==> src/rtl/mul_issue_ctrl.sv <==
// Execute-side multiply issue controller: arbitrates two issue lanes, holds the
// multiplier request bus for the whole operation and buffers one result.
module mul_issue_ctrl #(
  parameter int DATA_W = 32
) (
  input  logic                  clk,
  input  logic                  reset,
  input  logic                  flush,
  input  logic                  req1_valid,
  output logic                  req1_ready,
  input  logic                  req1_use_high,
  input  logic                  req1_unsigned,
  input  logic [DATA_W-1:0]     req1_x,
  input  logic [DATA_W-1:0]     req1_y,
  input  logic                  req2_valid,
  output logic                  req2_ready,
  input  logic                  req2_use_high,
  input  logic                  req2_unsigned,
  input  logic [DATA_W-1:0]     req2_x,
  input  logic [DATA_W-1:0]     req2_y,
  output logic [2*DATA_W+2:0]   mul_req_bus,
  input  logic [DATA_W:0]       mul_rsp_bus,
  output logic                  rsp_valid,
  input  logic                  rsp_ready,
  output logic                  rsp_lane,
  output logic [DATA_W-1:0]     rsp_data,
  output logic                  busy
);

  typedef enum logic [1:0] {IDLE, RUN, DONE} state_t;

  state_t                state_q, state_d;
  logic                  lane_q, lane_d;
  logic                  use_high_q, use_high_d;
  logic                  uns_q, uns_d;
  logic [DATA_W-1:0]     x_q, x_d, y_q, y_d;
  logic [DATA_W-1:0]     rsp_data_q, rsp_data_d;
  logic                  rsp_valid_q, rsp_valid_d;
  logic                  rsp_lane_q, rsp_lane_d;
  logic                  busy_q, busy_d;
  logic [2*DATA_W+2:0]   mul_req_q, mul_req_d;

  logic                  mul_ok;
  logic [DATA_W-1:0]     mul_result;
  logic                  acc1, acc2;

  assign {mul_result, mul_ok} = mul_rsp_bus;

  assign req1_ready = (state_q == IDLE) & ~flush;
  assign req2_ready = (state_q == IDLE) & ~flush & ~req1_valid;
  assign acc1       = req1_valid & req1_ready;
  assign acc2       = req2_valid & req2_ready;

  always_comb begin
    state_d     = state_q;
    lane_d      = lane_q;
    use_high_d  = use_high_q;
    uns_d       = uns_q;
    x_d         = x_q;
    y_d         = y_q;
    rsp_data_d  = rsp_data_q;
    rsp_valid_d = rsp_valid_q;
    rsp_lane_d  = rsp_lane_q;

    case (state_q)
      IDLE: begin
        if (acc1) begin
          lane_d     = 1'b0;
          use_high_d = req1_use_high;
          uns_d      = req1_unsigned;
          x_d        = req1_x;
          y_d        = req1_y;
          state_d    = RUN;
        end else if (acc2) begin
          lane_d     = 1'b1;
          use_high_d = req2_use_high;
          uns_d      = req2_unsigned;
          x_d        = req2_x;
          y_d        = req2_y;
          state_d    = RUN;
        end
      end
      RUN: begin
        if (mul_ok && !flush) begin
          rsp_data_d  = mul_result;
          rsp_lane_d  = lane_q;
          rsp_valid_d = 1'b1;
          state_d     = DONE;
        end
      end
      DONE: begin
        if (rsp_ready) begin
          rsp_valid_d = 1'b0;
          state_d     = IDLE;
        end
      end
      default: state_d = IDLE;
    endcase

    // Flush overrides everything, including a same-cycle mul_ok.
    if (flush) begin
      state_d     = IDLE;
      rsp_valid_d = 1'b0;
    end

    busy_d    = (state_d != IDLE);
    mul_req_d = (state_d == RUN) ? {1'b1, use_high_d, uns_d, x_d, y_d} : '0;
  end

  always_ff @(posedge clk or posedge reset) begin
    if (reset) begin
      state_q     <= IDLE;
      lane_q      <= 1'b0;
      use_high_q  <= 1'b0;
      uns_q       <= 1'b0;
      x_q         <= '0;
      y_q         <= '0;
      rsp_data_q  <= '0;
      rsp_valid_q <= 1'b0;
      rsp_lane_q  <= 1'b0;
      busy_q      <= 1'b0;
      mul_req_q   <= '0;
    end else begin
      state_q     <= state_d;
      lane_q      <= lane_d;
      use_high_q  <= use_high_d;
      uns_q       <= uns_d;
      x_q         <= x_d;
      y_q         <= y_d;
      rsp_data_q  <= rsp_data_d;
      rsp_valid_q <= rsp_valid_d;
      rsp_lane_q  <= rsp_lane_d;
      busy_q      <= busy_d;
      mul_req_q   <= mul_req_d;
    end
  end

  assign mul_req_bus = mul_req_q;
  assign rsp_valid   = rsp_valid_q;
  assign rsp_lane    = rsp_lane_q;
  assign rsp_data    = rsp_data_q;
  assign busy        = busy_q;

endmodule

==> config.mk <==
export PLATFORM = sky130hd
export DESIGN_NAME = mul_issue_ctrl
export DESIGN_NICKNAME = d
export VERILOG_FILES = /design/src/rtl/mul_issue_ctrl.sv
export SDC_FILE = /design/constraint.sdc
export NUM_CORES = 1
export LEC_CHECK = 0
export CAP_MARGIN = 20
export CORE_MARGIN = 8
export CORE_UTILIZATION = 40
export CTS_BUF_LIST = sky130_fd_sc_hd__clkbuf_4 sky130_fd_sc_hd__clkbuf_8
export DETAILED_ROUTE_END_ITERATION = 6
export GPL_ROUTABILITY_DRIVEN = 1
export GPL_TIMING_DRIVEN = 0
export HOLD_SLACK_MARGIN = 0.08
export PLACE_DENSITY = 0.89
export SYNTH_ARGS = -nofsm -noshare
export SYNTH_HDL_FRONTEND = slang
export SYNTH_SLANG_ARGS = --single-unit
==> constraint.sdc <==
create_clock -name clk -period 5.8 [get_ports clk]
set_input_delay 0.87 -clock clk [delete_from_list [all_inputs] [get_ports clk]]
set_output_delay 0.87 -clock clk [all_outputs]
set_load 0.03 [all_outputs]
==> metrics.md, run 1 <==
| Metric | Value |
|---|---|
| Status | completed |
| Endpoint type of the worst setup path | output pin |
| Tmin final | about 4100 ps |
| Hold-fix buffers at CTS | 0 |
| Cell count after synthesis | around 550 |
| Cells after DPL | ~1,000 |
| DR iter-0 viols | between 200 and 250 |
| Share of post-route cells with drive strength above 1 | 0.150 |
| VDD IR-drop max | 0.000189 V |
| Total grt overflow | 0 |
| CTS H-tree depth | 4 |
| Critical path fanouts, max | 10 |
| Synth top area share | 0.634 |
| Root Buffer Master | clkbuf_8 |
| Post-synth net total | 718 |
| Die Wd | about 150 um |
| Post-route ant nets | 0 |
| Yosys top cell by area | dfrtp_1 |
| Period utilization | 0.707 |
| Wire per inst | between 20 and 25 um |
| Hold Fails Final Rpt | 0 |
| Hold Path Class | register to register |
| Pre-CTS WS | 1680 ps |
| I/O Pins | ~280 |
| Kind of critical path | primary input to output pin |
| Area delta synth->final | 51.9% |
| CTS max path bufs | 2 |
| Die area | between 20,000 and 25,000 um^2 |
| Syn Area/Cell | between 10 and 15 um^2 |
| FP Rows | 47 |
| Sequential element share of the synthesized area | 0.634 |
| Yosys reg bits | ~170 |
| Cts repair resizes | 0 |
| Worst path arrival time | 3230 ps |
| Final setup violation count | 0 |
| Die height | 146 um |
| Post-synth top cells | dfrtp_1 (171), a21oi_1 (127), o22ai_1 (58) |
| Placer Congestion | roughly 0.78 |
| FILL cells | around 1,300 |
| Post-synth EDFFs | 0 |
| Post-CTS setup buffer count | 0 |
| Global-route wire length before repair | 34,000 um |
| Most numerous cell in the Yosys netlist | dfrtp_1 |
| Synth top area cells | dfrtp_1 (63%), a21oi_1 (9.4%), mux2_2 (5.5%) |
| Clock sink count | ~170 |
| Post-Syn Area | 6750 um^2 |
| Core footprint | 16,500 um^2 |
| Synth Flop Type | dfrtp_1 |
| Clock slew at reported path FFs | ~80 ps |
| Layout Cells excl Fill | 1,074 |
| Critical path required time | between 4000 and 5000 ps |
| Hpwl dp | 16,400 um |
| Slew HR | 0.557 |
| Library cells used by synthesis | 28 |
| I/O Buffers | 274 |
| DRC | 0 |
| Async SR Flop Fraction | 1.00 |
| PD cells | around 350 nW/um^2 |
| Slew @ Worst Pin | about 660 ps |
| # nets final | just over 1,000 |
| CTS Buf Count | 17 |
| Initial Util | 0.409 |
| Fmax | ~240 MHz |
| MaxCap Viol Count | 0 |
| Drt pass-1 iters | 4 |
| Largest net degree at the start of global routing | 89 |
| Vias/cell | ~5.3 |
| # diodes | 0 |
| Startpoint Class | primary input |
| Number of global-route vias before repair | a little over 6,000 |
| Antenna violations before repair | 0 |
| Clock Latency Late Sink | around 440 ps |
| Yosys warnings | 0 |
| Max-slew violation count | 0 |
| Fin Hold WS | roughly 500 ps |
| DR vias | 5,739 |
| Clock skew | 10.1 ps |
| Tot GR Track Use | 0.201 |
| LEAKAGE | between 4 and 5 nW |
| Routed wire length | approximately 22,000 um |
| CTS tree | done |
| Setup WS post-layout | between 1500 and 2000 ps |
| RSZ-0062 raised after global routing | no |
==> where the power goes <==
part           switching [W]  internal, W
clock network       0.000414     0.000515
registers          0.0000831      0.00142
logic               0.000625     0.000488
==> registers in the layout, indices dropped and copies added (netlist names) <==
signal,count
use_high_q,1
mul_req_bus,67
rsp_data,32
x_q,32
state_q,2
busy,1
uns_q,1
lane_q,1
rsp_valid,1
rsp_lane,1
y_q,32
==> worst max-delay path, stage by stage <==
cell	delay, ps
clkdlybuf4s50_1	500
or3_1	340
buf_4	190
clkinv_4	80
buf_2	240
buf_2	280
clkdlybuf4s50_1	720
==> per-layer routing <==
| metal | vias up | share of wire | wire length [um] | track usage |
|---|---|---|---|---|
| met5 | - | 0 | 0 | 0 |
| met4 | 0 | 0.021 | 454 | 0.0729 |
| met3 | 28 | 0.066 | 1440 | 0.0613 |
| met2 | 219 | 0.51 | 11000 | 0.343 |
| met1 | 2838 | 0.40 | 8750 | 0.235 |
| li1 | 2654 | - | - | - |
==> layout make-up <==
| cell class | count | area, um^2 | area share |
|---|---|---|---|
| flip-flops and latches | 171 | 4280 | 0.417 |
| repair buffers | 275 | 2770 | 0.270 |
| multi-input cells | 317 | 2150 | 0.210 |
| clock buffers | 22 | 290 | 0.0283 |
| plain buffers | 53 | 290 | 0.0283 |
| well taps | 220 | 275 | 0.0268 |
| clock inverters | 10 | 164 | 0.0160 |
| inverters | 6 | 35.0 | 0.00342 |
==> final timing paths <==
path / from / to / slack [ps] / cells after the start
setup / recovery: flush / req1_ready / 1700 / 7
hold reg to reg: y_q[31] / y_q[31] / 500 / 2
hold / removal: y_q[31] / y_q[31] / 500 / 2
min in group asynchronous: reset / rsp_data[17] / 920 / 2
setup reg to reg: state_q[0] / y_q[29] / 3910 / 7
max in group asynchronous: reset / y_q[29] / 4060 / 3
==> placed cells by master (no fill, tap or decap), drive strengths merged, types with 4 or more instances in the layout <==
cell             n
o22ai           58
clkdlybuf4s50  274
o32ai            8
dfrtp          171
nor2            10
a21oi          127
clkinv           6
clkbuf          40
mux2            33
bufinv           4
nand2            4
a211oi          58
nor3             9
inv              5
buf             36
==> cells by family after synthesis <==
| group | after synthesis | share of synthesized area |
|---|---|---|
| and+or+nand+nor | 30 | 0.0228 |
| buffers and inverters | 59 | 0.0471 |
| AOI/OAI and AO/OA | 254 | 0.241 |
| muxes | 33 | 0.0550 |
| DFF | 171 | 0.634 |
==> per-stage QoR <==
| stage | utilization | TNS, ps | power (W) | area, um^2 |
|---|---|---|---|---|
| final | 0.621 | 0 | 0.00354 | 10300 |
| after global routing | 0.621 | 0 | 0.00371 | 10300 |
| after CTS | 0.621 | 0 | 0.00358 | 10300 |
| after detailed placement | 0.593 | 0 | 0.00265 | 9800 |
| after global placement | 0.591 | -298550 | 0.00261 | 9770 |
| after floorplan | - | 0 | 0.00212 | 6750 |
No activity file was read; power rests on OpenSTA's default activity.
==> run 2, diff against run 1 <==
--- a/config.mk
+++ b/config.mk
@@ -7,13 +7,13 @@
 export LEC_CHECK = 0
 export CAP_MARGIN = 20
 export CORE_MARGIN = 8
-export CORE_UTILIZATION = 40
+export CORE_UTILIZATION = 45
 export CTS_BUF_LIST = sky130_fd_sc_hd__clkbuf_4 sky130_fd_sc_hd__clkbuf_8
 export DETAILED_ROUTE_END_ITERATION = 6
 export GPL_ROUTABILITY_DRIVEN = 1
 export GPL_TIMING_DRIVEN = 0
 export HOLD_SLACK_MARGIN = 0.08
-export PLACE_DENSITY = 0.89
+export PLACE_DENSITY = 0.94
 export SYNTH_ARGS = -nofsm -noshare
 export SYNTH_HDL_FRONTEND = slang
 export SYNTH_SLANG_ARGS = --single-unit
==> constraint.sdc (replaced) <==
create_clock -name clk -period 4 [get_ports clk]
set_input_delay 0.6 -clock clk [delete_from_list [all_inputs] [get_ports clk]]
set_output_delay 0.6 -clock clk [all_outputs]
set_load 0.03 [all_outputs]
==> run 2 against run 1 <==
Effect of this change: final area decreased by 0.29%; die area fell by 9.9%; clock skew down 0.82 ps; clock power rose by 39%; routed wire length grew 2.6%; global-route usage is 2.9 points higher; final cell count down 3.2%; non-clock buffer count is 3 higher; setup slack got worse by 1200 ps; critical path depth unchanged; sequential share of layout area grew 0.12 points; largest cell class unchanged; highest routed layer unchanged.
==> metrics.md, run 2 (synthesized netlist as in run 1, its figures left out) <==
| Metric | Value |
|---|---|
| Status | completed |
| Number of global-route vias before repair | 6,269 (+1.7%) |
| Tot GR Track Use | 0.231 (+0.0294) |
| Cts repair resizes | 0 (unchanged) |
| Clock sink count | 171 (unchanged) |
| CTS H-tree depth | 4 (unchanged) |
| I/O Buffers | 274 (unchanged) |
| Max-slew violation count | 0 (unchanged) |
| Final setup violation count | 0 (unchanged) |
| Placer Congestion | 0.785 (+0.97%) |
| Pre-CTS WS | 455 ps (-1230 ps) |
| Core footprint | 14,600 um^2 (-12%) |
| FP Rows | 44 (-6.4%) |
| Post-CTS setup buffer count | 0 (unchanged) |
| Routed wire length | 22,300 um (+2.6%) |
| LEAKAGE | 4.15 nW (+0.23%) |
| PD cells | 498 nW/um^2 (+44%) |
| Slew HR | 0.588 (+0.0313) |
| Antenna violations before repair | 0 (unchanged) |
| CTS tree | done |
| Global-route wire length before repair | 35,000 um (+3.2%) |
| Drt pass-1 iters | 5 (+1) |
| DR vias | 5,813 (+1.3%) |
| Die height | 138 um (-5.1%) |
| Hpwl dp | 17,000 um (+3.7%) |
| MaxCap Viol Count | 0 (unchanged) |
| Initial Util | 0.463 (+0.0542) |
| Root Buffer Master | clkbuf_8 |
| Clock slew at reported path FFs | 90 ps (about the same) |
| Kind of critical path | primary input to output pin |
| Hold Fails Final Rpt | 0 (unchanged) |
| Clock skew | 9.24 ps (-0.819 ps) |
| DR iter-0 viols | 288 (+23%) |
| TNS Setup | 0 ps (unchanged) |
| Die area | 19,200 um^2 (-9.9%) |
| # nets final | 1,015 (+0.30%) |
| Die Wd | 138 um (-5.1%) |
| Post-route ant nets | 0 (unchanged) |
| RSZ-0062 raised after global routing | no |
| Endpoint type of the worst setup path | output pin |
| DRC | 0 (unchanged) |
| Share of post-route cells with drive strength above 1 | 0.152 (+0.00199) |
| Clock Latency Late Sink | 450 ps (about the same) |
| Tmin final | about 3500 ps |
| # diodes | 0 (unchanged) |
| Fmax | approximately 280 MHz |
| Critical path fanouts, max | 10 (unchanged) |
| VDD IR-drop max | 0.000246 V (+30%) |
| Total grt overflow | 0 (unchanged) |
| I/O Pins | 275 (unchanged) |
| CTS max path bufs | 2 (unchanged) |
| Highest metal used | met4 |
| Startpoint Class | primary input |
| Hold-fix buffers at CTS | 0 (unchanged) |
| Area delta synth->final | 51.5% |
| Setup WS post-layout | 467 ps (-1230 ps) |
| Largest register FFs | 67 (unchanged) |
| Period utilization | 0.883 |
| Commonest non-fill, non-tap cell in the layout | clkdlybuf4s50_1 |
| CTS Buf Count | 17 (unchanged) |
| Power, Total | 0.00510 W (+44%) |
| Met2 wire length | 11,600 um (+4.8%) |
| Largest net degree at the start of global routing | 46 (-48%) |
| Worst path arrival time | 2930 ps (-300 ps) |
| Metal-1 WL | 8540 um (-2.4%) |
| Vias/cell | 5.59 (+4.6%) |
| Hold Path Class | primary input to async pin |
| DR WL met3 | 1560 um (+8.2%) |
| FILL cells | 1,011 (-22%) |
| Wire per inst | 21.4 um (+6.0%) |
| Most frequent cells in the layout | clkdlybuf4s50_1 (274), dfrtp_1 (171), a21oi_1 (127) |
| Critical path required time | 3400 ps (-1530 ps) |
| Slew @ Worst Pin | 617 ps (-46.9 ps) |
==> run 2: changes by cell type in the layout (fill, tap and decap cells not counted), sizes merged <==
cell,change
buf,+3
clkbuf,-3
clkinv,+2
==> run 2: layer usage <==
layer / up-vias / track usage
li1: 2650 / -
met1: 2873 / 0.268
met2: 252 / 0.395
met3: 38 / 0.0664
met4: 0 / 0.0904
met5: - / 0
==> run 2: final timing paths <==
check | startpoint | to | slack, ps | cells past startpoint
setup reg to reg | state_q[0] | x_q[17] | 2120 | 7
max in group asynchronous | reset | mul_req_bus[37] | 2450 | 5
hold reg to reg | x_q[23] | x_q[23] | 510 | 2
hold / removal | reset | rsp_data[16] | 490 | 2
min in group clk | x_q[23] | x_q[23] | 510 | 2
setup / recovery | flush | req1_ready | 470 | 7
==> run 2: power breakdown <==
| group | switching (W) | internal [W] |
|---|---|---|
| Combinational | 0.000913 | 0.000714 |
| Sequential | 0.000124 | 0.00205 |
| Clock | 0.000604 | 0.000689 |
| Total | 0.00164 | 0.00346 |
==> run 2: through the flow <==
step	cell area, um^2	std cells	utilization	hold slack, ps
CTS	10200	1039	0.700	514
floorplan	6760	547	-	464
finish	10200	1040	0.701	488
detailed placement	9790	1008	0.671	492
global route	10200	1040	0.701	502
global placement	9730	1005	0.667	477
==> run 2: layout make-up <==
class	count	area, um^2	area share
clock inverters	12	171	0.0168
plain buffers	53	290	0.0284
flip-flops and latches	171	4280	0.418
repair buffers	278	2820	0.276
inverters	6	31.3	0.00306
clock buffers	19	249	0.0243
well taps	184	230	0.0225
multi-input cells	317	2150	0.211
==> run 2: critical path, stage by stage <==
cell	delay, ps
clkdlybuf4s50_1	500
or3_1	340
buf_4	190
clkinv_4	80
buf_2	240
buf_2	260
clkdlybuf4s50_1	710
==> run 3, diff against run 2 <==
--- a/config.mk
+++ b/config.mk
@@ -5,6 +5,7 @@
 export SDC_FILE = /design/constraint.sdc
 export NUM_CORES = 1
 export LEC_CHECK = 0
+export ABC_AREA = 0
 export CAP_MARGIN = 20
 export CORE_MARGIN = 8
 export CORE_UTILIZATION = 45
==> results of run 3 <==
The final DEF is identical to that of run 2; final timing and power are the same.
